`config.mk`:
```
export PLATFORM = sky130hd
export DESIGN_NAME = alu_bitserial_seq_flat
export DESIGN_NICKNAME = d
export VERILOG_FILES = /design/src/rtl/alu_bitserial_seq_if.sv /design/src/rtl/alu_bitserial_seq.sv /design/src/flat_wrapper.sv
export SDC_FILE = /design/constraint.sdc
export NUM_CORES = 1
export LEC_CHECK = 0
export CAP_MARGIN = 20
export CELL_PAD_IN_SITES_DETAIL_PLACEMENT = 1
export CELL_PAD_IN_SITES_GLOBAL_PLACEMENT = 1
export CORE_MARGIN = 8
export CORE_UTILIZATION = 30
export DETAILED_ROUTE_END_ITERATION = 12
export GPL_TIMING_DRIVEN = 0
export PLACE_DENSITY_LB_ADDON = 0.1
export SYNTH_ARGS = -nofsm -noshare
export SYNTH_HDL_FRONTEND = slang
export SYNTH_SLANG_ARGS = --single-unit
```
`constraint.sdc`:
```
create_clock -name clk -period 4.1 [get_ports clk]
set_clock_uncertainty 0.2 [all_clocks]
set_input_delay 0.82 -clock clk [delete_from_list [all_inputs] [get_ports clk]]
set_output_delay 0.82 -clock clk [all_outputs]
set_load 0.1 [all_outputs]
```
`src/rtl/alu_bitserial_seq_if.sv`:
```
// Request/response bundle between the bit-serial ALU sequencer and its pipeline stage.
// master = requester/consumer side, slave = sequencer side.
interface alu_bitserial_seq_if #(
    parameter int WIDTH = 32
);
    logic             in_valid;
    logic             in_ready;
    logic [1:0]       alu_op;
    logic [2:0]       funct3;
    logic             funct7_b5;
    logic [WIDTH-1:0] op_a;
    logic [WIDTH-1:0] op_b;
    logic             out_valid;
    logic             out_ready;
    logic [WIDTH-1:0] result;
    logic             carry_out;
    logic             overflow;
    logic             zero;
    logic             illegal;

    modport master (
        output in_valid, alu_op, funct3, funct7_b5, op_a, op_b, out_ready,
        input  in_ready, out_valid, result, carry_out, overflow, zero, illegal
    );

    modport slave (
        input  in_valid, alu_op, funct3, funct7_b5, op_a, op_b, out_ready,
        output in_ready, out_valid, result, carry_out, overflow, zero, illegal
    );
endinterface

```
`src/rtl/alu_bitserial_seq.sv`:
```
// Bit-serial ALU sequencer: decodes ALUOp/funct3/funct7[5] and walks operands LSB-first through a 1-bit ALU slice.
// Optional macro ALU_SEQ_OPCOUNT_EN adds a saturating completed-operation counter (op_count).
module alu_bitserial_seq #(
    parameter int WIDTH = 32,
    parameter int IDX_W = 5
) (
    input  logic                clk,
    input  logic                rst_n,
    alu_bitserial_seq_if.slave  bus,
    output logic                slice_a,
    output logic                slice_b,
    output logic                slice_cin,
    output logic [3:0]          slice_op,
    input  logic                slice_out,
    input  logic                slice_cout
`ifdef ALU_SEQ_OPCOUNT_EN
    ,
    output logic [15:0]         op_count
`endif
);

    typedef enum logic [1:0] {IDLE, RUN, DONE} state_t;

    localparam logic [3:0] OP_AND  = 4'b0000;
    localparam logic [3:0] OP_OR   = 4'b0001;
    localparam logic [3:0] OP_ADD  = 4'b0010;
    localparam logic [3:0] OP_SUB  = 4'b0110;
    localparam logic [3:0] OP_SLT  = 4'b0111;
    localparam logic [3:0] OP_NOR  = 4'b1100;
    localparam logic [3:0] OP_NAND = 4'b1101;
    localparam logic [IDX_W-1:0] LAST_IDX = IDX_W'(WIDTH - 1);

    state_t           state, state_nx;
    logic [WIDTH-1:0] a_reg, b_reg, res_reg, res_final;
    logic [3:0]       op_reg, dec_op;
    logic [IDX_W-1:0] idx;
    logic             carry_reg, cin_msb, zero_reg, illegal_reg;
    logic             dec_ok, arith, sub_like, last, accept, ovf_now;

    // Request decode, only consumed on the acceptance clock.
    always_comb begin
        dec_op = 4'b0000;
        dec_ok = 1'b1;
        case (bus.alu_op)
            2'b00: dec_op = OP_ADD;
            2'b01: dec_op = OP_SUB;
            2'b10: begin
                case (bus.funct3)
                    3'b000:  dec_op = bus.funct7_b5 ? OP_SUB : OP_ADD;
                    3'b111:  dec_op = OP_AND;
                    3'b110:  dec_op = OP_OR;
                    3'b010:  dec_op = OP_SLT;
                    default: dec_ok = 1'b0;
                endcase
            end
            default: begin
                case (bus.funct3)
                    3'b000:  dec_op = OP_NAND;
                    3'b001:  dec_op = OP_NOR;
                    default: dec_ok = 1'b0;
                endcase
            end
        endcase
    end

    // ADD/SUB/SLT are the only codes with bit1 set and bit3 clear; SUB/SLT add bit2.
    assign arith    = op_reg[1] & ~op_reg[3];
    assign sub_like = arith & op_reg[2];
    assign last     = (idx == LAST_IDX);
    assign accept   = (state == IDLE) && bus.in_valid;

    always_ff @(posedge clk or negedge rst_n) begin
        if (!rst_n) state <= IDLE;
        else        state <= state_nx;
    end

    always_comb begin
        state_nx  = state;
        slice_a   = 1'b0;
        slice_b   = 1'b0;
        slice_cin = 1'b0;
        slice_op  = 4'b0000;
        case (state)
            IDLE: begin
                if (bus.in_valid) state_nx = dec_ok ? RUN : DONE;
            end
            RUN: begin
                slice_a   = a_reg[idx];
                slice_b   = b_reg[idx];
                slice_op  = op_reg;
                slice_cin = arith ? ((idx == '0) ? sub_like : carry_reg) : 1'b0;
                if (last) state_nx = DONE;
            end
            DONE: begin
                if (bus.out_ready) state_nx = IDLE;
            end
            default: state_nx = IDLE;
        endcase
    end

    // Signed overflow at the MSB: carry into vs. carry out of the top bit.
    assign ovf_now = arith & (slice_cout ^ slice_cin);

    always_comb begin
        res_final      = res_reg;
        res_final[idx] = slice_out;
        if (last && (op_reg == OP_SLT))
            res_final = {{(WIDTH-1){1'b0}}, slice_out ^ ovf_now};
    end

    always_ff @(posedge clk or negedge rst_n) begin
        if (!rst_n) begin
            a_reg       <= '0;
            b_reg       <= '0;
            op_reg      <= 4'b0000;
            idx         <= '0;
            res_reg     <= '0;
            carry_reg   <= 1'b0;
            cin_msb     <= 1'b0;
            zero_reg    <= 1'b0;
            illegal_reg <= 1'b0;
        end else if (accept) begin
            a_reg       <= bus.op_a;
            b_reg       <= bus.op_b;
            op_reg      <= dec_ok ? dec_op : 4'b0000;
            idx         <= '0;
            res_reg     <= '0;
            carry_reg   <= 1'b0;
            cin_msb     <= 1'b0;
            zero_reg    <= ~dec_ok;
            illegal_reg <= ~dec_ok;
        end else if (state == RUN) begin
            res_reg   <= res_final;
            carry_reg <= slice_cout;
            idx       <= idx + 1'b1;
            if (last) begin
                cin_msb  <= slice_cin;
                zero_reg <= (res_final == '0);
            end
        end
    end

    assign bus.in_ready  = (state == IDLE);
    assign bus.out_valid = (state == DONE);
    assign bus.result    = res_reg;
    assign bus.carry_out = carry_reg;
    assign bus.overflow  = arith & (carry_reg ^ cin_msb);
    assign bus.zero      = zero_reg;
    assign bus.illegal   = illegal_reg;

`ifdef ALU_SEQ_OPCOUNT_EN
    always_ff @(posedge clk or negedge rst_n) begin
        if (!rst_n)
            op_count <= 16'h0000;
        else if ((state == DONE) && bus.out_ready && (op_count != 16'hFFFF))
            op_count <= op_count + 16'h0001;
    end
`endif

endmodule

```
`src/flat_wrapper.sv`:
```
// flat-port wrapper written by rule: the top's interface ports become plain ports
module alu_bitserial_seq_flat 
#(
    parameter int WIDTH = 32,
    parameter int IDX_W = 5
)
  (clk, rst_n, slice_a, slice_b, slice_cin, slice_op, slice_out, slice_cout, bus_in_valid, bus_alu_op, bus_funct3, bus_funct7_b5, bus_op_a, bus_op_b, bus_out_ready, bus_in_ready, bus_out_valid, bus_result, bus_carry_out, bus_overflow, bus_zero, bus_illegal);
  alu_bitserial_seq_if #(.WIDTH(WIDTH)) bus_i ();
  input  logic clk;
  input  logic rst_n;
  output logic slice_a;
  output logic slice_b;
  output logic slice_cin;
  output logic [3:0] slice_op;
  input  logic slice_out;
  input  logic slice_cout;
  input wire logic [$bits(bus_i.in_valid)-1:0] bus_in_valid;
  input wire logic [$bits(bus_i.alu_op)-1:0] bus_alu_op;
  input wire logic [$bits(bus_i.funct3)-1:0] bus_funct3;
  input wire logic [$bits(bus_i.funct7_b5)-1:0] bus_funct7_b5;
  input wire logic [$bits(bus_i.op_a)-1:0] bus_op_a;
  input wire logic [$bits(bus_i.op_b)-1:0] bus_op_b;
  input wire logic [$bits(bus_i.out_ready)-1:0] bus_out_ready;
  output wire logic [$bits(bus_i.in_ready)-1:0] bus_in_ready;
  output wire logic [$bits(bus_i.out_valid)-1:0] bus_out_valid;
  output wire logic [$bits(bus_i.result)-1:0] bus_result;
  output wire logic [$bits(bus_i.carry_out)-1:0] bus_carry_out;
  output wire logic [$bits(bus_i.overflow)-1:0] bus_overflow;
  output wire logic [$bits(bus_i.zero)-1:0] bus_zero;
  output wire logic [$bits(bus_i.illegal)-1:0] bus_illegal;
  assign bus_i.in_valid = bus_in_valid;
  assign bus_i.alu_op = bus_alu_op;
  assign bus_i.funct3 = bus_funct3;
  assign bus_i.funct7_b5 = bus_funct7_b5;
  assign bus_i.op_a = bus_op_a;
  assign bus_i.op_b = bus_op_b;
  assign bus_i.out_ready = bus_out_ready;
  assign bus_in_ready = bus_i.in_ready;
  assign bus_out_valid = bus_i.out_valid;
  assign bus_result = bus_i.result;
  assign bus_carry_out = bus_i.carry_out;
  assign bus_overflow = bus_i.overflow;
  assign bus_zero = bus_i.zero;
  assign bus_illegal = bus_i.illegal;
  alu_bitserial_seq #(.WIDTH(WIDTH), .IDX_W(IDX_W)) u_core (.clk(clk), .rst_n(rst_n), .bus(bus_i), .slice_a(slice_a), .slice_b(slice_b), .slice_cin(slice_cin), .slice_op(slice_op), .slice_out(slice_out), .slice_cout(slice_cout));
endmodule
```
==> results.cfg <==
[logic_synthesis]
yosysMostFrequentCell = nand2_1
avgSynthCellArea_sq_um = 8.70
yosysWarnings = 0
yosysTopAreaCell = dfrtp_1
yosysSeqAreaShare = 0.466
syn-num-nets = 767
synth_area_leaders = dfrtp_1 (47%), nand2_1 (14%), mux4_2 (6.4%)
ys_types = 60
synth-async-reset-ratio = 1.00
synthFlopType = dfrtp_1
synth_edf_count = 0
ys_ff_latch = 111
syn_area_sq_mm = 0.00597
synthTopCellsByCount = nand2_1 (218), dfrtp_1 (111), o21ai_0 (51)
synth_top_area_share = 0.466
synthCells = 686

[grt]
grt_usage = 0.186
grt-ovfl-total = 0
antenna_found_initial = 0
grt_max_degree = 91
grt_pass1_vias = 6164
grt_first_pass_wirelength_microns = 35200

[clock_tree]
cts.sinks = 111
clock_path_buffers = 2
cts_inserted_buffers = 9
cts_max_level = 3
insertion_delay_ns = 0.36
post_cts_buffers = 0
cts_root_buffer = clkbuf_16
cts.reportedPaths.clkPinSlew_ns = 0.08
cts_tree = yes

[placed_design]
dpl_worst_slack_ns = -0.636
place_hpwl_microns = 16700
io_buffers = 120
placed_cells = 1072
place.gp.congestion = 0.920

[setup_path]
critPathMaxFanout = 11
r2r-start = u_core.idx[1]
critPathCaptureType = output pin
arrival_ns = 2.95
rrSetupSlack_ns = 0.38
crit_type = flip-flop to output pin
worstRegToRegCells = 11
critPathRequiredTime_ns = 3.08
startpoint_type = flip-flop
rr_endpoint = u_core.bus.result[14]

[timing]
period_minus_slack_ns = 3.97
max_freq_mhz = 252
rsz0062_at_grt = false
hold_violations = 0
setup-violations-final = 0
fin_ws_ns = 0.131
finalMaxSlewViolations = 0
tightest_slew_ns = 1.00
timing.hold.ws_ns = 0.0967
min_period_over_period = 0.968
slew_headroom = 0.332

[worst_hold_path]
hold_class = input pin to asynchronous set/reset pin

[status]
status = finished, final reports clean

[drt]
wl_microns = 22100
routed_via_density = 5.11
antenna_left = 0
detail_route.wl_per_cell_microns = 20.4
remaining_drc_errors = 0
dr.pass1.iters = 4
num_vias = 5549
first_iter_violations = 259

[floorplanning]
die_area_sq_mm = 0.0247
core_area_sq_mm = 0.0195
row_count = 51
fp.dieH_microns = 157
die_w_microns = 157
initial_core_util = 0.307
pin_count = 121

[final_layout]
fill_cells = 2275
antenna_cells = 0
finalNonFillerCells = 1086
finalCoreUtilization = 0.405
nNetsFinal = 897
layout-drive-gt1-share = 0.0755
syn_to_final_growth_pct = 32.0

[power]
p_per_area_mw_per_mm2 = 825
p_leak_nw = 3.44
total_power_mw = 6.50
vdd_ir_drop_max_mv = 0.453

[flow_run]
drv_cap = 0
-- worst max path at each step --
stage / startpoint / endpoint / slack [ns] / cells past startpoint
6_report: u_core.idx[1] / slice_cin / 0.13 / 7
5_1_grt: u_core.idx[1] / slice_cin / 0.005 / 7
4_1_cts: u_core.idx[4] / slice_b / 0.05 / 9
3_5_place_dp: u_core.idx[1] / slice_cin / -0.64 / 8
3_3_place_gp: rst_n / u_core.b_reg[26] / -2.47 / 1
2_1_floorplan: u_core.idx[4] / slice_b / 0.31 / 8
-- timing repair --
| item | CTS | global route |
|---|---|---|
| pin swaps | 0 | 0 |
| endpoints found under the setup margin | 6 | 5 |
| resized for setup | 19 | 7 |
| hold buffers | 0 | 0 |
| endpoints found under the hold margin | 0 | 0 |
-- critical path, stage by stage (launching register included) --
cell     delay [ns]
dfrtp_2        0.53
buf_4          0.25
inv_1          0.12
ha_1           0.35
or4b_4         0.55
mux2i_2        0.25
and3b_1        0.21
buf_4          0.29
-- per-stage QoR --
step / instance area, sq um / TNS, ns
global placement: 7500 / -274.85
detailed placement: 7530 / -1.81
global route: 7880 / 0
floorplan: 5970 / 0
CTS: 7890 / 0
finish: 7880 / 0
-- cell usage in the layout, fill, tap and decap left out, types with 3 or more instances in the layout --
master / synthesis / layout
mux2i_1: 4 / 4
and2_1: 6 / 6
nand3b_1: 5 / 5
o22ai_1: 4 / 4
nand2_1: 218 / 218
mux4_2: 17 / 17
clkbuf_16: 0 / 9
clkdlybuf4s50_1: 0 / 113
ha_1: 5 / 5
dfrtp_1: 111 / 110
o21ai_0: 51 / 51
nor3b_1: 4 / 4
dlygate4sd2_1: 0 / 3
o31a_1: 4 / 4
xnor2_1: 4 / 4
a31oi_1: 7 / 7
clkbuf_1: 38 / 33
mux2_2: 4 / 4
o21ai_1: 23 / 23
bufinv_16: 0 / 3
o2111ai_1: 4 / 4
nor2_1: 46 / 46
buf_2: 6 / 8
o32ai_1: 4 / 4
o31ai_1: 5 / 5
nand3_1: 3 / 3
a21oi_1: 32 / 32
inv_1: 8 / 8
nor2b_1: 9 / 9
nand2b_1: 16 / 16
a221oi_1: 4 / 4
-- area by class of cell --
type | instances | area, sq um | area share
sequential | 111 | 2780 | 0.353
clock buffer | 9 | 225 | 0.0286
tap | 265 | 332 | 0.0421
buffer | 42 | 171 | 0.0218
timing repair buffer | 121 | 1210 | 0.154
multi-input combinational | 521 | 2980 | 0.378
inverter | 10 | 37.5 | 0.00477
clock inverter | 7 | 138 | 0.0175
-- metal layers --
layer	wire length (microns)	global-route usage	up-vias
li1	-	-	2627
met1	10000	0.239	2780
met2	10900	0.318	125
met3	1040	0.0318	17
met4	253	0.0453	0
met5	0	0	-
-- kinds of logic (layout without fill, tap and decap cells) --
logic type               count (synthesis)  count (layout)  share of synthesized area
AO/OA/AOI/OAI                          158             158                      0.161
XOR/XNOR                                 4               4                    0.00587
multiplexers                            26              26                     0.0807
buffers and inverters                   54             189                     0.0352
AND/OR/NAND/NOR                        328             328                      0.241
adder cells (fa/ha/maj)                  5               5                     0.0105
flip-flops                             111             111                      0.466
-- power breakdown --
group	switching [mW]	internal (mW)
logic	2.51	1.13
clock network	0.449	0.614
registers	0.287	1.50
total	3.25	3.25
Note: power is estimated with default switching activity, not from simulation.
